**config.mk**
```make
export PLATFORM = sky130hd
export DESIGN_NAME = sume_param_flat
export DESIGN_NICKNAME = d
export VERILOG_FILES = /design/src/rtl/sume_pkg.sv /design/src/rtl/sume_param_if.sv /design/src/rtl/sume_param_digit_shreg.sv /design/src/rtl/sume_param.sv /design/src/flat_wrapper.sv
export SDC_FILE = /design/constraint.sdc
export NUM_CORES = 1
export LEC_CHECK = 0
export BUFFER_PORTS_ARGS = -buffer_cell sky130_fd_sc_hd__buf_2
export CORE_MARGIN = 5
export CORE_UTILIZATION = 50
export DETAILED_ROUTE_END_ITERATION = 6
export GPL_ROUTABILITY_DRIVEN = 0
export PLACE_DENSITY = 0.69
export RECOVER_POWER = 25
export SYNTH_ARGS = -nofsm -noshare
export SYNTH_HDL_FRONTEND = slang
export SYNTH_SLANG_ARGS = --single-unit
```
**constraint.sdc**
```tcl
create_clock -name clk -period 3.95 [get_ports clk]
set_input_delay 0.5925 -clock clk [delete_from_list [all_inputs] [get_ports clk]]
set_output_delay 0.5925 -clock clk [all_outputs]
set_load 0.02 [all_outputs]
```
**src/rtl/sume_pkg.sv**
```systemverilog
// Shared definitions for the serial-digit adder/subtractor.
//   state_t : controller states (LOAD_A, LOAD_B, COMPUTE), 2-bit encoding
//   OP_ADD / OP_SUB : encoding of the op_sub select line
package sume_pkg;

  typedef enum logic [1:0] {
    LOAD_A  = 2'd0,
    LOAD_B  = 2'd1,
    COMPUTE = 2'd2
  } state_t;

  localparam logic OP_ADD = 1'b0;
  localparam logic OP_SUB = 1'b1;

endpackage

```
**src/rtl/sume_param_if.sv**
```systemverilog
// Digit bus and result bus between the digit-entry front end, the adder and
// the display driver.
//   master : front end side (drives sample, sample_valid, op_sub)
//   slave  : adder side (drives sample_ready, sum, carry, sum_valid, loading_b)
interface sume_param_if #(
  parameter int DIGIT_W  = 4,
  parameter int N_DIGITS = 3
);
  localparam int SUM_W = DIGIT_W * N_DIGITS;

  logic [DIGIT_W-1:0] sample;
  logic               sample_valid;
  logic               sample_ready;
  logic               op_sub;
  logic [SUM_W-1:0]   sum;
  logic               carry;
  logic               sum_valid;
  logic               loading_b;

  modport master (
    output sample, sample_valid, op_sub,
    input  sample_ready, sum, carry, sum_valid, loading_b
  );

  modport slave (
    input  sample, sample_valid, op_sub,
    output sample_ready, sum, carry, sum_valid, loading_b
  );

endinterface

```
**src/rtl/sume_param_digit_shreg.sv**
```systemverilog
// Operand shift register: digits arrive MSB first, so each new digit enters
// the LSBs while the held value moves up by one digit.
//   clk, reset : clock and synchronous active-high reset
//   clr        : clear the operand (after it has been consumed)
//   shift_en   : shift din in this cycle
//   din        : incoming digit
//   q          : assembled operand, DIGIT_W*N_DIGITS bits
module digit_shreg #(
  parameter int DIGIT_W  = 4,
  parameter int N_DIGITS = 3
) (
  input  logic                          clk,
  input  logic                          reset,
  input  logic                          clr,
  input  logic                          shift_en,
  input  logic [DIGIT_W-1:0]            din,
  output logic [DIGIT_W*N_DIGITS-1:0]   q
);
  localparam int SUM_W = DIGIT_W * N_DIGITS;

  logic [SUM_W-1:0]         r_q;
  logic [SUM_W+DIGIT_W-1:0] w_cat;

  // Concatenate then keep the low SUM_W bits; this also covers N_DIGITS=1,
  // where the old value is dropped entirely.
  assign w_cat = {r_q, din};

  always_ff @(posedge clk) begin
    if (reset || clr) begin
      r_q <= '0;
    end else if (shift_en) begin
      r_q <= w_cat[SUM_W-1:0];
    end
  end

  assign q = r_q;

endmodule

```
**src/rtl/sume_param.sv**
```systemverilog
// Parametrised serial-digit adder/subtractor.
// Collects operand A then operand B, MSB digit first, over a valid/ready
// digit bus, then adds or subtracts them in a single COMPUTE cycle and
// presents a registered result with carry/borrow and a one-cycle done pulse.
//   clk   : system clock
//   reset : synchronous, active-high
//   bus   : sume_param_if slave (sample/sample_valid/sample_ready/op_sub in,
//           sum/carry/sum_valid/loading_b out)
module sume_param
  import sume_pkg::*;
#(
  parameter int DIGIT_W  = 4,
  parameter int N_DIGITS = 3
) (
  input  logic        clk,
  input  logic        reset,
  sume_param_if.slave bus
);
  localparam int SUM_W = DIGIT_W * N_DIGITS;
  localparam int CNT_W = $clog2(N_DIGITS + 1);
  localparam logic [CNT_W-1:0] LAST_DIGIT = CNT_W'(N_DIGITS - 1);

  state_t             r_state;
  state_t             w_state_nxt;
  logic [CNT_W-1:0]   r_cnt;
  logic [CNT_W-1:0]   w_cnt_nxt;
  logic               r_op;
  logic [SUM_W-1:0]   r_sum;
  logic               r_carry;
  logic               r_sum_valid;

  logic               w_ready;
  logic               w_accept;
  logic               w_last;
  logic               w_shift_a;
  logic               w_shift_b;
  logic               w_clr;
  logic [SUM_W-1:0]   w_a;
  logic [SUM_W-1:0]   w_b;

  // One extra bit holds the carry on add; on subtract the same bit is the
  // borrow, set exactly when a < b as unsigned values.
  function automatic logic [SUM_W:0] f_addsub(input logic [SUM_W-1:0] a,
                                              input logic [SUM_W-1:0] b,
                                              input logic             op);
    if (op == OP_ADD) return {1'b0, a} + {1'b0, b};
    return {1'b0, a} - {1'b0, b};
  endfunction

  digit_shreg #(.DIGIT_W(DIGIT_W), .N_DIGITS(N_DIGITS)) u_opa (
    .clk      (clk),
    .reset    (reset),
    .clr      (w_clr),
    .shift_en (w_shift_a),
    .din      (bus.sample),
    .q        (w_a)
  );

  digit_shreg #(.DIGIT_W(DIGIT_W), .N_DIGITS(N_DIGITS)) u_opb (
    .clk      (clk),
    .reset    (reset),
    .clr      (w_clr),
    .shift_en (w_shift_b),
    .din      (bus.sample),
    .q        (w_b)
  );

  assign w_ready   = (r_state != COMPUTE);
  assign w_accept  = bus.sample_valid && w_ready;
  assign w_last    = (r_cnt == LAST_DIGIT);
  assign w_shift_a = w_accept && (r_state == LOAD_A);
  assign w_shift_b = w_accept && (r_state == LOAD_B);
  // Operands are consumed in COMPUTE, so they can be cleared on that edge.
  assign w_clr     = (r_state == COMPUTE);

  always_comb begin
    w_state_nxt = r_state;
    w_cnt_nxt   = r_cnt;
    case (r_state)
      LOAD_A: begin
        if (w_accept) begin
          w_cnt_nxt = w_last ? '0 : r_cnt + 1'b1;
          if (w_last) w_state_nxt = LOAD_B;
        end
      end
      LOAD_B: begin
        if (w_accept) begin
          w_cnt_nxt = w_last ? '0 : r_cnt + 1'b1;
          if (w_last) w_state_nxt = COMPUTE;
        end
      end
      COMPUTE: w_state_nxt = LOAD_A;
      default: w_state_nxt = LOAD_A;
    endcase
  end

  always_ff @(posedge clk) begin
    if (reset) begin
      r_state     <= LOAD_A;
      r_cnt       <= '0;
      r_op        <= OP_ADD;
      r_sum       <= '0;
      r_carry     <= 1'b0;
      r_sum_valid <= 1'b0;
    end else begin
      r_state     <= w_state_nxt;
      r_cnt       <= w_cnt_nxt;
      r_sum_valid <= (r_state == COMPUTE);
      // The operation is fixed by the first digit of A; later changes wait
      // for the next operation.
      if (w_shift_a && (r_cnt == '0)) r_op <= bus.op_sub;
      if (r_state == COMPUTE) {r_carry, r_sum} <= f_addsub(w_a, w_b, r_op);
    end
  end

  assign bus.sample_ready = w_ready;
  assign bus.loading_b    = (r_state == LOAD_B);
  assign bus.sum          = r_sum;
  assign bus.carry        = r_carry;
  assign bus.sum_valid    = r_sum_valid;

endmodule

```
**src/flat_wrapper.sv**
```systemverilog
// flat-port wrapper written by rule: the top's interface ports become plain ports
module sume_param_flat import sume_pkg::*;
#(
  parameter int DIGIT_W  = 4,
  parameter int N_DIGITS = 3
)
  (clk, reset, bus_sample, bus_sample_valid, bus_op_sub, bus_sample_ready, bus_sum, bus_carry, bus_sum_valid, bus_loading_b);
  sume_param_if #(.DIGIT_W(DIGIT_W), .N_DIGITS(N_DIGITS)) bus_i ();
  input  logic clk;
  input  logic reset;
  input wire logic [$bits(bus_i.sample)-1:0] bus_sample;
  input wire logic [$bits(bus_i.sample_valid)-1:0] bus_sample_valid;
  input wire logic [$bits(bus_i.op_sub)-1:0] bus_op_sub;
  output wire logic [$bits(bus_i.sample_ready)-1:0] bus_sample_ready;
  output wire logic [$bits(bus_i.sum)-1:0] bus_sum;
  output wire logic [$bits(bus_i.carry)-1:0] bus_carry;
  output wire logic [$bits(bus_i.sum_valid)-1:0] bus_sum_valid;
  output wire logic [$bits(bus_i.loading_b)-1:0] bus_loading_b;
  assign bus_i.sample = bus_sample;
  assign bus_i.sample_valid = bus_sample_valid;
  assign bus_i.op_sub = bus_op_sub;
  assign bus_sample_ready = bus_i.sample_ready;
  assign bus_sum = bus_i.sum;
  assign bus_carry = bus_i.carry;
  assign bus_sum_valid = bus_i.sum_valid;
  assign bus_loading_b = bus_i.loading_b;
  sume_param #(.DIGIT_W(DIGIT_W), .N_DIGITS(N_DIGITS)) u_core (.clk(clk), .reset(reset), .bus(bus_i));
endmodule
```
* Yosys cells after proc, flatten, opt, wreduce, memory -nomap -nowiden
Index checks and enable logic that the tools add are counted.
** Operators by class
- Add/sub/neg operators :: 3
- Equality and inequality tests :: 8
- Multiplexer cells :: 11
- Reductions and logical operators :: 10
** Operators with widths (number)
- 2-to-1 mux 13 bit :: 2
- adder 12 x 12 -> 13 bit :: 1
- subtractor 12 x 12 -> 13 bit :: 1
- 2-to-1 mux 2 bit :: 5
- != test 2 x 1 -> 1 bit (second input constant) :: 4
- equality test 2 bit (second input constant) :: 2
- logical AND 1 bit :: 4
- zero test 2 bit :: 2
- case mux 2 bit (2 select lines) :: 1
- AND reduction 4 bit :: 1
- 2-to-1 mux 1 bit :: 3
- adder 2 x 1 -> 2 bit (second input constant) :: 1
- equality test 2 x 1 -> 1 bit (second input constant) :: 1
- != test 2 bit (second input constant) :: 1
- AND reduction 2 bit :: 1
- OR reduction 2 bit :: 1
- logical OR 1 bit :: 1
** Word-level totals
- Flip-flop bits (word level) :: 43
- Bits of input ports :: 8
- Output and inout port bits :: 16
- Word-level logic and storage cells :: 40

* Logic depth before layout (Yosys ltp)
Gate-level depths: netlist (run 1).
- Depth in word-level cells :: 4
- Mapped depth :: 11
- Mapped depth without buffers :: 11

* By module
Synthesis (run 1) repeated with hierarchy kept, for this count alone.
** Second synthesis, totals
- Cells, all modules :: 263
- Area total of the unflattened synthesis :: 2342.2 um^2
** Modules (own cells, without submodules)
- sume_param :: instances 1, cells an instance 185, area each 1486.4 um^2, seq. area each 380.4 um^2
- digit_shreg :: instances 2, cells an instance 39, area each 427.9 um^2, seq. area each 240.2 um^2

* Worst setup path before layout (run 1)
No wires, ideal clock.
- Path type :: reg2reg
- Start point :: register u_core.u_opb.r_q[0] (netlist: u_core.u_opb.q[0])
- End point :: register u_core.r_carry (netlist: u_core.bus.carry)
- Library setup time :: 0.128 ns
- Arrival :: 2.262 ns
- Required time :: 3.822 ns
- Setup slack :: 1.560 ns
- Stages on the path, launching flop included :: 12
- Path buffers :: 0
- Clock period less this slack :: 2.390 ns
- Cells stage by stage :: dfxtp_1 -> inv_1 -> ha_1 -> and3_1 -> a21oi_1 -> xnor2_1 -> ha_1 -> and4_1 -> and3_1 -> a31oi_1 -> and4_4 -> nor4_2
** Between the ends
- Cells in the longest elaborated chain, start to end :: 3
- Elaborated cells on any way between the ends :: 4
- Those cells by class :: add/sub: 2; mux: 2
** Ends and longest elaborated chain
- start: declaration :: line sume_param_digit_shreg.sv:21 : logic [SUM_W-1:0] r_q;
- start signal: assignment :: line sume_param_digit_shreg.sv:32 : r_q <= w_cat[SUM_W-1:0];
- adder 12 x 12 -> 13 bit :: line sume_param.sv:46 : if (op == OP_ADD) return {1'b0, a} + {1'b0, b};
- 2-to-1 mux 13 bit :: line sume_param.sv:46
- 2-to-1 mux 13 bit * :: line sume_param.sv:47 : return {1'b0, a} - {1'b0, b};
- end signal: assignment :: line sume_param.sv:112 : if (r_state == COMPUTE) {r_carry, r_sum} <= f_addsub(w_a, w_b, r_op);
- end: declaration :: line sume_param.sv:29 : logic r_carry;
Mark *: on every way between the ends. The rest lies on a longest branch, timed or not. The select of a mux whose other input is x is not followed.
A chain may end at the register's enable or synchronous reset.

* Final worst setup path (run 1)
Ends and elaborated chain as after synthesis.

==> results of run 1 <==
-- placed cells by master (no fill, tap or decap), types with 4 or more instances in the layout --
cell and instances:
nand2_1 63, nor3_1 6, o211ai_1 4, clkbuf_8 5, a31oi_1 5, a211oi_1 4, buf_2 12, a21oi_1 38
nor2_1 17, clkbuf_1 12, nand3_1 4, xnor2_1 14, dfxtp_1 43, ha_1 13, nor2b_1 4, o21ai_0 6
inv_1 11
-- path summary, 6_finish.rpt --
kind / from / end / slack (ns) / cells after the start
setup / recovery: u_core.u_opb.q[0] / u_core.bus.carry / 1.34 / 11
hold / removal: u_core.bus.sum[4] / u_core.bus.sum[4] / 0.45 / 2
setup reg to reg: u_core.u_opb.q[0] / u_core.bus.carry / 1.34 / 11
hold reg to reg: u_core.bus.sum[4] / u_core.bus.sum[4] / 0.45 / 2
-- area by class of cell --
cell class / instances / area, sq um
sequential: 43 / 861
multi-input combinational: 225 / 1400
tap: 54 / 67.6
clock buffer: 6 / 72.6
fill: 436 / 2050
clock inverter: 2 / 60.1
timing repair buffer: 23 / 101
inverter: 12 / 45.0
-- per-layer routing --
layer | GRT usage, % | wire [microns] | up-vias
met1 | 23.2 | 2570 | 938
li1 | - | - | 1063
met5 | 0 | 0 | -
met2 | 28.5 | 2230 | 31
met3 | 4.36 | 216 | 9
met4 | 6.47 | 80 | 0
-- power by group through the flow --
stage	clock network (mW)	registers (mW)	logic, mW
final	0.403	0.450	0.129
after detailed placement	0	0.460	0.128
after global placement	0	0.460	0.126
after CTS	0.415	0.450	0.128
after global routing	0.438	0.452	0.146
after floorplan	0	0.456	0.106
-- worst reg2reg max path, stage by stage, from the launching register on --
cell	delay (ns)
dfxtp_1	0.44
inv_1	0.07
ha_1	0.24
and3_1	0.18
a21oi_1	0.17
xnor2_1	0.14
ha_1	0.32
and4_1	0.25
and3_1	0.18
a31oi_1	0.21
and4_4	0.25
nor4_2	0.04
-- sequential cells by signal (all words and copies together), names as in the netlist --
| name | flops |
|---|---|
| u_core.r_cnt | 2 |
| u_core.bus.carry | 1 |
| u_core.u_opb.q | 12 |
| u_core.bus.sum_valid | 1 |
| u_core.bus.sum | 12 |
| u_core.r_op | 1 |
| u_core.u_opa.q | 12 |
| u_core.r_state | 2 |
-- through the flow --
stage | instance area, sq um | total power [mW]
6_report | 2610 | 0.982
3_5_place_dp | 2490 | 0.588
2_1_floorplan | 2360 | 0.561
5_1_grt | 2610 | 1.04
3_3_place_gp | 2490 | 0.586
4_1_cts | 2630 | 0.993
-- cells by family after synthesis --
kind of cell,count (synthesis),synth area share [%]
and+or+nand+nor,116,23.6
AOI/OAI and AO/OA,79,22.2
DFF,43,36.5
buffers and inverters,24,3.98
xor gates and xnor gates,15,5.57
adders and majority gates,14,7.75
muxes,1,0.424
==> metrics.md, run 1 <==
| Metric | Value |
|---|---|
| 1st-pass router iterations | `5` |
| Max Clock Freq | `384 MHz` |
| Post-synth cell types | `53` |
| H-Tree Depth | `2` |
| EDFF count, synth | `0` |
| Combinational share of power | `13.1%` |
| Crit path max-delay cell type | `dfxtp_1` |
| Status | `complete, no violations` |
| Clock Tree Buf Depth | `2` |
| Post-route setup slack | `1.34 ns` |
| Layout cells sized above 1 | `10.3%` |
| Post-CTS setup buffers | `0` |
| Remaining antenna violation count after routing | `0` |
| Yosys reg bits | `43` |
| Fin cells | `365` |
| Final min period | `2.61 ns` |
| HPWL Detailed | `3.84 mm` |
| Max-cap violations | `0` |
| Final core utilization | `56.0%` |
| Crit-path cells | `inv_1 -> ha_1 -> and3_1 -> a21oi_1 -> xnor2_1 -> ha_1 -> and4_1 -> and3_1 -> a31oi_1 -> and4_4 -> nor4_2` |
| Synth top area cells | `dfxtp_1 36%, nand2_1 10%, a21oi_1 8.1%` |
| Fin Clk Skew | `0.0111 ns` |
| Critical path class | `flip-flop to flip-flop` |
| Area of the mapped netlist | `2360 sq um` |
| Most frequent cells after synthesis | `63 x nand2_1, 43 x dfxtp_1, 38 x a21oi_1` |
| Critical Path Max Stage Delay | `0.44 ns` |
| GRT Util Overall | `17.8%` |
| Full die area | `6190 sq um` |
| Least-Margin Pin Slew | `0.893 ns` |
| Clk root buf | `clkbuf_8` |
| Core area | `4660 sq um` |
| DRC Markers | `0` |
| Sw Pwr | `0.236 mW` |
| Req. time, crit path | `4.13 ns` |
| Via-to-Cell Ratio | `5.59` |
| Seq pwr share | `45.8%` |
| CTS clk-pin slew, worst paths | `0.08 ns` |
| Chip height | `78.7 microns` |
| Area growth, synth to finish | `10.6%` |
| Yosys warns | `0` |
| CTS Buf Count | `5` |
| TritonCTS clock tree | `yes` |
| Sw frac | `24.1%` |
| Clk sink count | `43` |
| Synth Flop Type | `dfxtp_1` |
| Setup TNS | `0 ns` |
| Post-synthesis instance total | `292` |
| Pins over their slew limit | `0` |
| GRT overflow | `0` |
| Final Setup Violations | `0` |
| Routed len/inst | `14.0 microns` |
| Starting density of the core | `50.6%` |
| First-pass GRT wire length | `8.88 mm` |
| Worst hold slack | `0.452 ns` |
| Asr flop ratio synth | `0%` |
| Critical Path Fanout Max | `6` |
| RSZ-0062 raised after global routing | `no` |
| Internal Power | `0.746 mW` |
| WP data arrival | `2.79 ns` |
| # nets final | `332` |
| Min-Delay Path Class | `flip-flop to flip-flop` |
| Crit share post-route | `66.0%` |
| Buf/Inv on CP | `1` |
| Relative slew slack | `40.2%` |
| Hold_buf cts | `0` |
| Number of DRC markers in iteration 0 | `108` |
| LEAKAGE | `0.943 nW` |
| Number of global-route vias before repair | `1925` |
| Crit path capture type | `flip-flop` |
| Clk pwr share | `41.1%` |
| Initial antenna violation count | `0` |
| CP Launch Type | `flip-flop` |
| DR vias | `2041` |
| Final Routed Wirelength | `5.10 mm` |
| # placed instances | `357` |
| Post-Syn Nets | `314` |
| Die Width | `78.7 microns` |
| Sequential-to-total area share from yosys stat | `36.5%` |
| Dpl ws | `1.37 ns` |
| Rows | `25` |
| Synth area leader | `dfxtp_1` |
| Pwr dens | `376 nW/um^2` |
| Mapped Avg Cell Area | `8.08 sq um` |
| Post-CTS Resized | `0` |
| Count leader, synth | `nand2_1` |
| Antenna Diode Count | `0` |
| PortBufs | `23` |
| Clock latency on the worst-skew pair | `0.30 ns` |
| IR drop worst, VDD | `0.230 mV` |
| Largest net degree at the start of global routing | `25` |
| Hold Vio Cnt, Final | `0` |
| Top cell type's share of synthesized area | `36.5%` |
| I/O pin cnt | `24` |
| Critical path's top delay family | `simple AND/OR/NAND/NOR gates` |
(Power assumes the default switching activity.)
==> inputs of run 2 (changes only) <==
Clock period 3.95 ns to 2.47 ns, I/O delays scaled along.
==> run 2 against run 1 <==
Count of clock-buffer cells in the layout rose by 2. Hold slack got worse by 0.14 ns. First-iteration DRC count fell by 11%. Routed wire length rose by 2.5%. Clock skew fell by 0.0051 ns. Worst setup slack got worse by 1.3 ns. Non-clock buffer count rose by 14. Utilization rose by 2.8 points. Cell count rose by 3.8%. Sequential cell count did not move. Via count rose by 3.0%. Critical endpoint unchanged. Largest cell class unchanged.
==> metrics.md, run 2 (synthesized netlist as in run 1, its figures left out) <==
| Metric | Value |
|---|---|
| Number of DRC markers in iteration 0 | `96 (was 108)` |
| Crit path max-delay cell type | `dfxtp_2 (was dfxtp_1)` |
| Number of global-route vias before repair | `1918 (was 1925)` |
| DR vias | `2102 (was 2041)` |
| WP data arrival | `2.55 ns (was 2.79 ns)` |
| Commonest non-fill, non-tap cells in the layout | `63 x nand2_1, 41 x dfxtp_1, 35 x a21oi_1 (was 63 x nand2_1, 43 x dfxtp_1, 38 x a21oi_1)` |
| I/O pin cnt | `24 (unchanged)` |
| Relative slew slack | `65.4% (was 40.2%)` |
| Core area | `4660 sq um (unchanged)` |
| Least-Margin Pin Slew | `0.518 ns (was 0.893 ns)` |
| Dpl ws | `0.0128 ns (was 1.37 ns)` |
| Max Clock Freq | `420 MHz (was 384 MHz)` |
| Critical path's top delay family | `simple AND/OR/NAND/NOR gates (unchanged)` |
| Final Instance Area | `2740 sq um (was 2610 sq um)` |
| Remaining antenna violation count after routing | `0 (unchanged)` |
| # fillers | `446 (was 436)` |
| Crit path capture type | `flip-flop (unchanged)` |
| GRT overflow | `0 (unchanged)` |
| Initial antenna violation count | `0 (unchanged)` |
| Post-route setup slack | `0.0903 ns (was 1.34 ns)` |
| Most Crowded Layer GR | `met2 (unchanged)` |
| Rows | `25 (unchanged)` |
| Die Width | `78.7 microns (unchanged)` |
| Final Setup Violations | `0 (unchanged)` |
| Fin Clk Skew | `0.00606 ns (was 0.0111 ns)` |
| Met1 Use GR | `24.5% (was 23.2%)` |
| Crit-path cells | `inv_1 -> ha_1 -> and3_4 -> a21oi_2 -> xnor2_1 -> ha_1 -> and4_4 -> and3_1 -> a31oi_2 -> and4_4 -> nor4_2 (was inv_1 -> ha_1 -> and3_1 -> a21oi_1 -> xnor2_1 -> ha_1 -> and4_1 -> and3_1 -> a31oi_1 -> and4_4 -> nor4_2)` |
| M3 GR Usage | `3.56% (was 4.36%)` |
| Crit share post-route | `96.3% (was 66.0%)` |
| Status | `complete, no violations (unchanged)` |
| Req. time, crit path | `2.64 ns (was 4.13 ns)` |
| Min-Delay Path Class | `input pin to flip-flop (was flip-flop to flip-flop)` |
| 1st-pass router iterations | `4 (was 5)` |
| Antenna Diode Count | `0 (unchanged)` |
| TritonCTS clock tree | `yes (unchanged)` |
| Clock latency on the worst-skew pair | `0.29 ns (was 0.30 ns)` |
| CTS clk-pin slew, worst paths | `0.08 ns (about the same)` |
| Pwr dens | `526 nW/um^2 (was 376 nW/um^2)` |
| Via-to-Cell Ratio | `5.55 (was 5.59)` |
| Area growth, synth to finish | `16.2% (was 10.6%)` |
| Critical Path Max Stage Delay | `0.36 ns (was 0.44 ns)` |
| DRC Markers | `0 (unchanged)` |
| Placed Area | `2600 sq um (was 2490 sq um)` |
| Layout cells sized above 1 | `18.5% (was 10.3%)` |
| RSZ-0062 raised after global routing | `yes (was no)` |
| Hold Crit Depth | `3 (was 2)` |
| Clk sink count | `43 (unchanged)` |
| Clock Tree Buf Depth | `2 (unchanged)` |
| Max-cap violations | `0 (unchanged)` |
| LEAKAGE | `1.01 nW (was 0.943 nW)` |
| Buf/Inv on CP | `1 (unchanged)` |
| Final core utilization | `58.8% (was 56.0%)` |
| CTS Buf Count | `5 (unchanged)` |
| Chip height | `78.7 microns (unchanged)` |
| Critical Path Fanout Max | `4 (was 6)` |
| WP depth | `11 (unchanged)` |
| Clk root buf | `clkbuf_8 (unchanged)` |
| First-pass GRT wire length | `9.06 mm (was 8.88 mm)` |
| Final Routed Wirelength | `5.22 mm (was 5.10 mm)` |
| PortBufs | `23 (unchanged)` |
| Final total power | `1.44 mW (was 0.982 mW)` |
| Post-CTS setup buffers | `0 (unchanged)` |
| Starting density of the core | `50.6% (unchanged)` |
| Setup TNS | `0 ns (unchanged)` |
| Met2 Use GR | `29.4% (was 28.5%)` |
| Final min period | `2.38 ns (was 2.61 ns)` |
| Largest net degree at the start of global routing | `25 (unchanged)` |
| # nets final | `346 (was 332)` |
| Critical path class | `flip-flop to flip-flop (unchanged)` |
| H-Tree Depth | `2 (unchanged)` |
| Depth of the most critical reg-to-reg path | `11 (unchanged)` |
| HPWL Detailed | `3.95 mm (was 3.84 mm)` |
| Full die area | `6190 sq um (unchanged)` |
| Commonest non-fill, non-tap cell in the layout | `nand2_1 (unchanged)` |
| Pins over their slew limit | `0 (unchanged)` |
| Hold Vio Cnt, Final | `0 (unchanged)` |
| CP Launch Type | `flip-flop (unchanged)` |
| Routed len/inst | `13.8 microns (was 14.0 microns)` |
| IR drop worst, VDD | `0.272 mV (was 0.230 mV)` |
| GRT Util Overall | `18.3% (was 17.8%)` |
## run 2: timing repair
item,CTS,global route
resized for setup,1,15
hold buffers,0,0
pin swaps,0,1
setup endpoints to repair,1,6
## run 2: metal layers
metal	vias to the layer above	part of all wire [%]
li1	1092	-
met1	964	49
met4	0	1.2
met5	-	0
met3	5	4.5
met2	41	45
## run 2: final timing paths
kind	from	slack [ns]	endpoint
max	u_core.u_opb.q[0]	0.09	u_core.bus.carry
min reg2reg	u_core.bus.sum[5]	0.45	u_core.bus.sum[5]
min	bus_sample[2]	0.31	u_core.u_opb.q[2]
max reg2reg	u_core.u_opb.q[0]	0.09	u_core.bus.carry
## run 2: worst register-to-register path, delay by kind of cell, from the launching register on
kind,cells,cell delay [ns]
flip-flops,1,0.36
adder cells (fa/ha/maj),2,0.51
buffers and inverters,1,0.05
XOR/XNOR,1,0.13
AO/OA/AOI/OAI,2,0.36
AND/OR/NAND/NOR,5,0.85
## run 2: report_power, final
part	internal, mW	switching [mW]	total [mW]
Sequential	0.704	0.0133	0.717
Combinational	0.105	0.134	0.239
Clock	0.255	0.231	0.487
Total	1.06	0.379	1.44
## run 2: metrics by stage
step	instances	hold slack, ns
after floorplan	292	0.441
after global placement	371	0.435
after detailed placement	371	0.441
after CTS	379	0.311
after global routing	379	0.316
final	379	0.314
## run 2: area by class of cell
cell class / count / area [sq um] / share of cell area, %
clock buffer: 8 / 100 / 3.65
inverter: 12 / 45.0 / 1.64
multi-input combinational: 225 / 1460 / 53.3
sequential: 43 / 863 / 31.5
tap: 54 / 67.6 / 2.46
timing repair buffer: 37 / 204 / 7.44
